$ cat src/rtl/subtractor_pkg.sv
// subtractor_pkg: shared types and sizing for the bit-serial subtractor
//   state_t   : FSM states (IDLE, SHIFT)
//   DEF_WIDTH : default operand/result width
//   CNT_W     : bit-counter width for the default width
package subtractor_pkg;

    typedef enum logic {
        IDLE  = 1'b0,
        SHIFT = 1'b1
    } state_t;

    localparam int DEF_WIDTH = 4;
    localparam int CNT_W     = $clog2(DEF_WIDTH);

endpackage

$ cat src/rtl/full_subtractor.sv
// full_subtractor: combinational 1-bit subtractor cell, d = a - b - br_in
//   a, b   : operand bits
//   br_in  : incoming borrow
//   d      : difference bit
//   br_out : outgoing borrow
module full_subtractor (
    input  logic a,
    input  logic b,
    input  logic br_in,
    output logic d,
    output logic br_out
);

    assign d      = a ^ b ^ br_in;
    assign br_out = (~a & b) | (~(a ^ b) & br_in);

endmodule

$ cat src/rtl/subtractor_4bits_serial.sv
// subtractor_4bits_serial: bit-serial Diff = A - B - bin, LSB first, WIDTH cycles
//   clk, rst_n      : clock, asynchronous active-low reset
//   start, ready    : request accepted on an edge where ready=1
//   A, B, bin       : minuend, subtrahend, borrow-in (latched at acceptance)
//   done            : one-cycle pulse when results update
//   Diff, bout      : registered difference and final borrow
//   overflow        : registered two's-complement overflow
module subtractor_4bits_serial
    import subtractor_pkg::*;
#(
    parameter int WIDTH = DEF_WIDTH
) (
    input  logic             clk,
    input  logic             rst_n,
    input  logic             start,
    input  logic [WIDTH-1:0] A,
    input  logic [WIDTH-1:0] B,
    input  logic             bin,
    output logic             ready,
    output logic             done,
    output logic [WIDTH-1:0] Diff,
    output logic             bout,
    output logic             overflow
);

    localparam int CW = (WIDTH == DEF_WIDTH) ? CNT_W : $clog2(WIDTH);

    state_t           state;
    logic [CW-1:0]    cnt;
    logic [WIDTH-1:0] a_sr;
    logic [WIDTH-1:0] b_sr;
    logic [WIDTH-1:0] res;
    logic             br;
    logic             d;
    logic             br_nx;
    logic             last;
    logic [WIDTH-1:0] res_nx;

    full_subtractor u_fs (
        .a      (a_sr[0]),
        .b      (b_sr[0]),
        .br_in  (br),
        .d      (d),
        .br_out (br_nx)
    );

    assign last   = cnt == CW'(WIDTH - 1);
    assign res_nx = {d, res[WIDTH-1:1]};

    always_ff @(posedge clk or negedge rst_n) begin
        if (!rst_n) begin
            state    <= IDLE;
            cnt      <= '0;
            a_sr     <= '0;
            b_sr     <= '0;
            res      <= '0;
            br       <= 1'b0;
            ready    <= 1'b1;
            done     <= 1'b0;
            Diff     <= '0;
            bout     <= 1'b0;
            overflow <= 1'b0;
        end else begin
            done <= 1'b0;
            case (state)
                IDLE: if (start) begin
                    a_sr  <= A;
                    b_sr  <= B;
                    br    <= bin;
                    res   <= '0;
                    cnt   <= '0;
                    ready <= 1'b0;
                    state <= SHIFT;
                end
                SHIFT: begin
                    a_sr <= a_sr >> 1;
                    b_sr <= b_sr >> 1;
                    br   <= br_nx;
                    res  <= res_nx;
                    cnt  <= cnt + 1'b1;
                    if (last) begin
                        // on the last bit the shift-register LSBs hold the operand MSBs
                        Diff     <= res_nx;
                        bout     <= br_nx;
                        overflow <= (a_sr[0] ^ b_sr[0]) & (d ^ a_sr[0]);
                        done     <= 1'b1;
                        ready    <= 1'b1;
                        cnt      <= '0;
                        state    <= IDLE;
                    end
                end
                default: state <= IDLE;
            endcase
        end
    end

endmodule
$ cat config.mk
export PLATFORM = sky130hd
export DESIGN_NAME = subtractor_4bits_serial
export DESIGN_NICKNAME = d
export VERILOG_FILES = /design/src/rtl/subtractor_pkg.sv /design/src/rtl/full_subtractor.sv /design/src/rtl/subtractor_4bits_serial.sv
export SDC_FILE = /design/constraint.sdc
export NUM_CORES = 1
export LEC_CHECK = 0
export BUFFER_PORTS_ARGS = -buffer_cell sky130_fd_sc_hd__buf_2
export CORE_MARGIN = 10
export CORE_UTILIZATION = 57
export DETAILED_ROUTE_END_ITERATION = 10
export HOLD_SLACK_MARGIN = 0.02
export PLACE_DENSITY = 0.94
export SYNTH_ARGS = -nofsm -noshare
export SYNTH_HDL_FRONTEND = slang
export SYNTH_SLANG_ARGS = --single-unit
$ cat constraint.sdc
create_clock -name clk -period 4.1 [get_ports clk]
set_input_delay 0.41 -clock clk [delete_from_list [all_inputs] [get_ports clk]]
set_output_delay 0.41 -clock clk [all_outputs]
set_load 0.05 [all_outputs]
; Yosys cells after proc, flatten, opt, wreduce, memory -nomap -nowiden
; Index checks and enable logic that the tools add are counted.
[word_totals]
latchBits = 0
ram_bits = 0
register_bits = 24
out_inout_bits = 8
n_memories = 0
input_bits = 12
word_cells = 46
mem_bits_ro = 0
[classes]
n_reduce_logical = 2
multipliers = 0
shift = 0
magnitude_cmp = 0
n_eq_ne = 3
muxes = 19
addsub = 1
bitwise_logic = 10
div_mod_pow = 0
[op_table]
columns = cell, n
row1 = $pmux W4 S2, 3
row2 = $mux W4, 3
row3 = $mux W1, 7
row4 = $pmux W1 S2, 3
row5 = $mux W2, 2
row6 = $pmux W2 S2, 1
row7 = $reduce_and A2 Y1, 2
row8 = $and A1 B1 Y1, 3
row9 = $not A1 Y1, 3
row10 = $xor A1 B1 Y1, 3
row11 = $add A2 B1 Y2 const B, 1
row12 = $eq A2 B2 Y1 const B, 1
row13 = $ne A2 B1 Y1 const B, 1
row14 = $ne A2 B2 Y1 const B, 1
row15 = $or A1 B1 Y1, 1

; Longest topological paths before layout
; Gate-level depths: netlist (run 1).
[depth]
word_depth = 5
ltp_mapped = 4
ltp_nobuf = 4

; Modules after synthesis
; A second synthesis (run 1) with hierarchy kept.
[unflattened]
hier_cells = 83
area_unflattened_um2 = 1001.0
[modules_own_cells]
columns = module, area_per_inst_um2, instances, seq_area_each_um2, cells_each
row1 = subtractor_4bits_serial, 969.7, 1, 576.8, 79
row2 = full_subtractor, 31.3, 1, 0.0, 4

; Worst setup path before layout (run 1)
; OpenSTA, ideal clock, no wires.
[synth_timing]
path_type = reg2reg
startpoint = register b_sr[0]
endpoint = register Diff[3]
stages_incl_launch_ff = 4
slack_ns = 2.808
synth_period_minus_slack_ns = 1.292
setup_ns = 0.125
n_path_buf = 0
t_arrival_ns = 1.167
required_time_ns = 3.975
cell_sequence = dfrtp_1 inv_1 fa_1 mux2_4
[synth_between]
elab_chain_len = 2
[synth_lines]
columns = element, line
row1 = "start, declared", subtractor_4bits_serial.sv:31  ; logic [WIDTH-1:0] b_sr;
row2 = "start signal, assigned", subtractor_4bits_serial.sv:77  ; b_sr <= b_sr >> 1;
row3 = $xor A1 B1 Y1 (2 in a row), full_subtractor.sv:14  ; assign d = a ^ b ^ br_in;
row4 = via d, subtractor_4bits_serial.sv:34  ; logic d;
row5 = "end signal, assigned", subtractor_4bits_serial.sv:83  ; Diff <= res_nx;
row6 = "end, declared", subtractor_4bits_serial.sv:21  ; output logic [WIDTH-1:0] Diff,
; The timed path passes the listed nets, and every way through them passes these cells.
; A chain may end at the register's enable or synchronous reset.

; Worst setup path in the final report (run 1)
[layout_timing]
startpoint = register ready
endpoint = output port ready
[layout_rtl]
columns = element, line
row1 = "start, declared", subtractor_4bits_serial.sv:19  ; output logic ready,
row2 = "start signal, assigned", subtractor_4bits_serial.sv:58  ; ready <= 1'b1;
row3 = "start signal, assigned", subtractor_4bits_serial.sv:72  ; ready <= 1'b0;
row4 = "start signal, assigned", subtractor_4bits_serial.sv:87  ; ready <= 1'b1;
; No word-level cell between the ends.

==> run metrics, run 1 <==
Worst Skew 0.009831 ns; H-tree depth 1; gpl congestion 0.7173; number of fill cells 162; vias in the first global route 675; Post-Syn Area ~1000 um2; average wire per standard cell ~14 um; Residual DRC 0; Post-Synth XOR/XNOR Area 0.008353; final instance area roughly 1100 um2; pre-CTS WS 2.606 ns; Worst setup SP type flop; Critical Path Fanout Max 3; Internal 0.5240 mW; antenna viol nets, final 0; die height 62.89 um; largest family of logic cells by synthesized area multiplexers; PwrDens 801.4 nW/um2; hpwl dp ~1.3 mm; Ports 20; CTS Hold Buffers Added 0; Post-Synth Adder-Cell Area 0.04296; CTS buffer count 3; setup TNS 0 ns; P&R area growth vs syn 9.427%; Switch Pwr 0.3954 mW; CP max stage cell dfstp_2; post-synthesis mux area share 0.1623; YS warnings 0; CTS tree done; ANT cells 0; DRT Pass-1 Iters 4; register share of total power 0.454; RSZ-0062 raised after global routing false; antenna violations before repair 0; Die ar. 3955 um2; setup ws final 2.556 ns; dpl cells roughly 120; final WL approximately 1.7 mm; First DRT Iteration DRCs 5; I/O Buffers 19; critical path cell sequence buf_2; max-cap violations 0; fin util 0.6645; most common cell after layout, fill and taps aside dfrtp_1; largest net degree at the start of global routing 28; slowest cell delay on critical path ~0.56 ns; initial core utilization 0.6072; #FFs+latches synth 23; clock network power share 0.114; vias per cell 5.260; Clock Tree Root clkbuf_4; Seq/Total Area, Yosys 0.5501; slew of the pin with the lowest slew margin 0.7996 ns; Total Power 0.9194 mW; Crit path max-delay family flip-flops; Worst Path Required 3.69 ns; Max IR drop VDD about 390 uV; clk_lat worst skew 0.32 ns; Die Wd around 63 um; synthesized net count 99; hold slack 0.03271 ns; Worst EP arrival 1.13 ns; Comb pwr share 0.433; Clock transition at path regs about 0.13 ns; All-Layer GR Usage 0.09071; Synth Area in Simple Gates 0.07160; post-synthesis cell count 84; DP Area 1120 um2; CTS Sinks 23; Hold Vio Cnt, Final 0; GR Overflow Total 0; clk buf depth 2; compound-cell area share of the yosys netlist 0.08711; Final min period 1.544 ns; Synth cell types 22; post-CTS sizing 0; switching part of the total 0.4301; Setup violations, final 0; row count 15; fin crit share 0.3765; Core ar. ~1700 um2; Post-CTS Setup Bufs 0; WP buf/inv 1; global-route wire length before repair about 3.0 mm; f_max 647.8 MHz; WS Path Type flop to output pin; layout cells sized above 1 0.2843; Hold Path Class primary input to asynchronous set/reset pin; non-filler cells, final ~130; Rel. slew slack 0.4669; Slew Viols, Final 0; Leakage 0.6127 nW; DR vias 668; critical path capture point type output pin; status finished, final reports clean; average size of a mapped cell 12.48 um2; fin nets 118; most frequent cells in the layout dfrtp_1, buf_2, mux2i_1, inv_1, nand2_1
==> sequential cells by signal (all words and copies together), names as in the netlist <==
register,flops
Diff,4
a_sr,4
b_sr,4
bout,1
br,1
cnt,2
done,1
overflow,1
ready,1
res,3
state,1
==> power groups by stage <==
stage	logic [mW]	clock network (mW)	registers [mW]
after global placement	0.390	0	0.415
after global routing	0.436	0.116	0.438
after floorplan	0.254	0	0.497
after detailed placement	0.403	0	0.423
final	0.398	0.105	0.417
after CTS	0.407	0.107	0.419
==> Yosys cell counts <==
library cell	n	area, um2
dfrtp_1	22	550.5
mux2i_1	11	110.1
inv_1	7	26.28
nand2_1	7	26.28
o21ai_0	5	25.02
o21ai_1	5	25.02
mux2_4	4	60.06
a22o_1	3	26.28
nand2b_1	3	18.77
nor2_1	3	11.26
buf_6	2	22.52
ha_1	2	25.02
buf_12	1	20.02
buf_2	1	5.000
buf_4	1	7.510
dfstp_2	1	26.28
fa_1	1	20.02
nand2_4	1	11.26
nand3b_1	1	7.510
o22ai_1	1	6.260
o2bb2ai_1	1	8.760
xnor2_1	1	8.760
==> area by class of cell <==
class / count / area [um2] / share of cell area
well taps: 25 / 31.28 / 0.02726
clock buffers: 3 / 22.52 / 0.01963
multi-input cells: 49 / 390.4 / 0.3402
inverters: 7 / 26.28 / 0.02290
clock inverters: 1 / 5.005 / 0.004362
flip-flops and latches: 23 / 576.8 / 0.5027
repair buffers: 19 / 95.09 / 0.08288
==> metal layers <==
metal  up-vias  track usage  routed length, um
li1        318            -                  -
met1       327       0.1054                805
met2        18       0.1383                802
met3         5      0.03943                 90
met4         0      0.04469                 32
met5         -            0                  0
==> logic make-up after synthesis <==
family | count (synthesis)
AOI/OAI and AO/OA | 15
xor gates and xnor gates | 1
adders and majority gates | 3
buffers and inverters | 12
DFF | 23
muxes | 15
and+or+nand+nor | 15
==> worst paths after layout <==
kind / slack (ns) / cells after the start / end / start
setup / recovery: 2.56 / 1 / ready / ready
hold / removal: 0.03 / 1 / Diff[1] / rst_n
max in group asynchronous: 3.71 / 1 / ready / rst_n
setup reg to reg: 2.57 / 2 / Diff[2] / state
min in group clk: 0.33 / 3 / b_sr[3] / B[3]
hold reg to reg: 0.49 / 2 / ready / ready
No activity file was read; power rests on OpenSTA's default activity.
==> run 2, diff against run 1 <==
Settings changed: ABC_AREA set to 1, CORE_UTILIZATION 57 to 47, PLACE_DENSITY 0.94 to 0.85.
Clock period 4.1 ns to 1.3 ns, I/O delays scaled along.
==> run 2 against run 1 <==
  * The flow now finishes with violations (negative setup slack)
  * Sequential cell count unchanged
  * Routed wire length rose by 8.9%
  * Via count grew 16%
  * Sequential power rose to 2.9 times the previous value
  * Setup slack worse by 2.6 ns
  * Critical endpoint is now overflow
  * Hold slack worse by 0.0026 ns
  * Non-clock buffer count up 10
  * Global-route usage is 0.45 points higher
  * First-iteration DRC count rose to 6.4 times the previous value
  * Area after synthesis decreased by 4.8%
  * Synthesized cell count up 30%
==> run metrics, run 2 <==
post-synthesis cell count 109 (was 84); Worst Skew 0.002254 ns (was 0.009831 ns); gpl congestion 0.7757 (was 0.7173); compound-cell area share of the yosys netlist 0.04887 (was 0.08711); ANT cells 0 (unchanged); Synth cell types 18 (was 22); antenna viol nets, final 0 (unchanged); synthesized net count 124 (was 99); Final min period 1.317 ns; global-route wire length before repair 3.408 mm (was 2.973 mm); GR Overflow Total 0 (unchanged); number of synthesized flops with an enable pin 0 (unchanged); Critical Path Fanout Max 3 (unchanged); Post-Synth Adder-Cell Area 0.04511 (was 0.04296); Slew Viols, Final 0 (unchanged); All-Layer GR Usage 0.09522 (was 0.09071); Hold Vio Cnt, Final 0 (unchanged); Post-Syn Area 998.5 um2 (was 1049 um2); final WL 1.884 mm (was 1.730 mm); vias per cell 4.675 (was 5.260); Worst EP arrival 1.53 ns (was 1.13 ns); Worst setup SP type flop (unchanged); FF/Latch Area 576.8 um2 (unchanged); dpl cells 157 (was 123); max-cap violations 0 (unchanged); R2R Path Start br (was state); layout cells sized above 1 0.2518 (was 0.2843); status finished, violations left (was finished, final reports clean); Clock transition at path regs 0.12 ns (was 0.13 ns); critical path cell sequence inv_2 > fa_1 > nand2_1 > inv_1 > nor2_1 > nand2_1 > nand2_1 (was buf_2); hold slack 0.03008 ns (was 0.03271 ns); PwrDens 2433 nW/um2 (was 801.4 nW/um2); non-filler cells, final 166 (was 127); asr flop ratio synth 1.000 (unchanged); post-synthesis mux area share 0 (was 0.1623); most common cell after layout, fill and taps aside nand2_1 (was dfrtp_1); critical path capture point type flop (was output pin); Synth Flop Type dfrtp_1 (unchanged); Post-Synth XOR/XNOR Area 0 (was 0.008353); R2R Setup Slk -0.02 ns (was 2.57 ns); Synth Area in Simple Gates 0.2506 (was 0.07160); initial core utilization 0.5038 (was 0.6072); Hold Path Class primary input to flop (was primary input to asynchronous set/reset pin); CP max stage cell fa_1 (was dfstp_2); CTS Sinks 23 (unchanged); Max IR drop VDD 1386 uV (was 394.4 uV); average wire per standard cell 11.35 um (was 13.62 um); Rel. slew slack 0.6697 (was 0.4669); Clock Tree Root clkbuf_4 (unchanged); CTS buffer count 3 (unchanged); fin nets 155 (was 118); row count 16 (was 15); YS warnings 0 (unchanged); failing checks negative setup slack; largest family of logic cells by synthesized area simple AND/OR/NAND/NOR gates (was multiplexers); slew of the pin with the lowest slew margin 0.4954 ns (was 0.7996 ns); setup ws final -0.01701 ns (was 2.556 ns); most frequent cell after synthesis nand2_1 (was dfrtp_1); multi-input logic area 344.1 um2 (was 390.4 um2); H-tree depth 1 (unchanged); vias in the first global route 817 (was 675); Core ar. 1982 um2 (was 1727 um2); Worst Path Required 1.51 ns (was 3.69 ns); Die Wd 66.09 um (was 62.89 um); RSZ-0062 raised after global routing true (was false); Residual DRC 0 (unchanged); Setup violations, final 1 (was 0); number of fill cells 162 (unchanged); antenna violations before repair 0 (unchanged); WS Path Type flop to flop (was flop to output pin); top-area cell type share of the netlist area 0.5514 (was 0.5251); Leakage 0.6769 nW (was 0.6127 nW); average size of a mapped cell 9.160 um2 (was 12.48 um2); P&R area growth vs syn 23.06% (was 9.427%); Ports 20 (unchanged); Seq/Total Area, Yosys 0.5777 (was 0.5501); largest net degree at the start of global routing 24 (was 28); f_max 759.3 MHz; DRT Pass-1 Iters 4 (unchanged); die height 66.09 um (was 62.89 um); Die ar. 4368 um2 (was 3955 um2); DR vias 776 (was 668); Post-synth top cells nand2_1, dfrtp_1, inv_1, nand3_1, nor2_1 (was dfrtp_1, mux2i_1, inv_1, nand2_1); CTS tree done (unchanged); First DRT Iteration DRCs 32 (was 5); clk_lat worst skew 0.30 ns (was 0.32 ns); hpwl dp 1.433 mm (was 1.305 mm); Total Power 2.990 mW (was 0.9194 mW); leading area contributor after synthesis dfrtp_1 (unchanged); fin crit share 1.013; top flop regs Diff: 4 flops, a_sr: 4 flops, b_sr: 4 flops (unchanged); I/O Buffers 19 (unchanged); clk buf depth 2 (unchanged); fin util 0.6199 (was 0.6645); hold_sp B[1]; slowest cell delay on critical path 0.56 ns (about the same); origin of the worst setup path br (was ready); #FFs+latches synth 23 (unchanged); largest cells by area after synthesis dfrtp_1, nand2_1, inv_1 (was dfrtp_1, mux2i_1, mux2_4); CP dominant cell by count nand2_1; most frequent cells in the layout nand2_1, dfrtp_1, buf_2, inv_1 (was dfrtp_1, buf_2, mux2i_1, inv_1, nand2_1)
## run 2: kinds of logic after synthesis
kind of cell | after synthesis
AO/OA/AOI/OAI | 9
flip-flops | 23
adder cells (fa/ha/maj) | 3
buffers and inverters | 16
AND/OR/NAND/NOR | 58
## run 2: final timing paths
kind / endpoint / cells after the start
max in group asynchronous: ready / 2
worst min register to register: b_sr[3] / 2
worst min-delay path: b_sr[1] / 3
min in group asynchronous: Diff[0] / 2
worst max-delay path: overflow / 7
worst max register to register: overflow / 7
## run 2: worst max-delay path, delay by kind of cell, from the launching register on
| family | cells | cell delay [ns] |
|---|---|---|
| DFF | 1 | 0.39 |
| and+or+nand+nor | 4 | 0.18 |
| adders and majority gates | 1 | 0.56 |
| buffers and inverters | 2 | 0.09 |
## run 2: routing by layer
layer / part of all wire / wire length [um] / vias to the layer above / track usage
met4: 0.0064 / 12 / 0 / 0.02356
li1: - / - / 394 / -
met3: 0.084 / 158 / 2 / 0.03559
met1: 0.41 / 772 / 357 / 0.1060
met2: 0.50 / 941 / 23 / 0.1663
met5: 0 / 0 / - / 0
## run 2: cell type report
type / instances / share of cell area
Clock buffer: 3 / 0.01833
Clock inverter: 1 / 0.004073
Inverter: 13 / 0.04379
Multi-Input combinational cell: 70 / 0.2800
Sequential cell: 23 / 0.4694
Tap cell: 27 / 0.02749
Timing Repair Buffer: 29 / 0.1568
## run 2: repair_timing
action                                  CTS  global route
endpoints found under the setup margin    1             3
hold endpoints to repair                 25             0
buffers inserted                          1             0
gates resized for setup                   1             2
hold buffers                              4             0
pin swaps                                 1             3
## run 2: power by group
part | total, mW | internal [mW] | switching [mW]
Sequential | 1.19 | 1.02 | 0.168
Clock | 0.321 | 0.115 | 0.206
Combinational | 1.48 | 0.521 | 0.963
## run 2: metrics by stage
step           setup WS [ns]  area [um2]  setup TNS [ns]
2_1_floorplan        0.04738       998.5               0
3_3_place_gp         0.03500        1154               0
3_5_place_dp       -0.005696        1154       -0.005696
4_1_cts             -0.02320        1229        -0.02320
5_1_grt              -0.1214        1229         -0.1739
6_report            -0.01701        1229        -0.01701
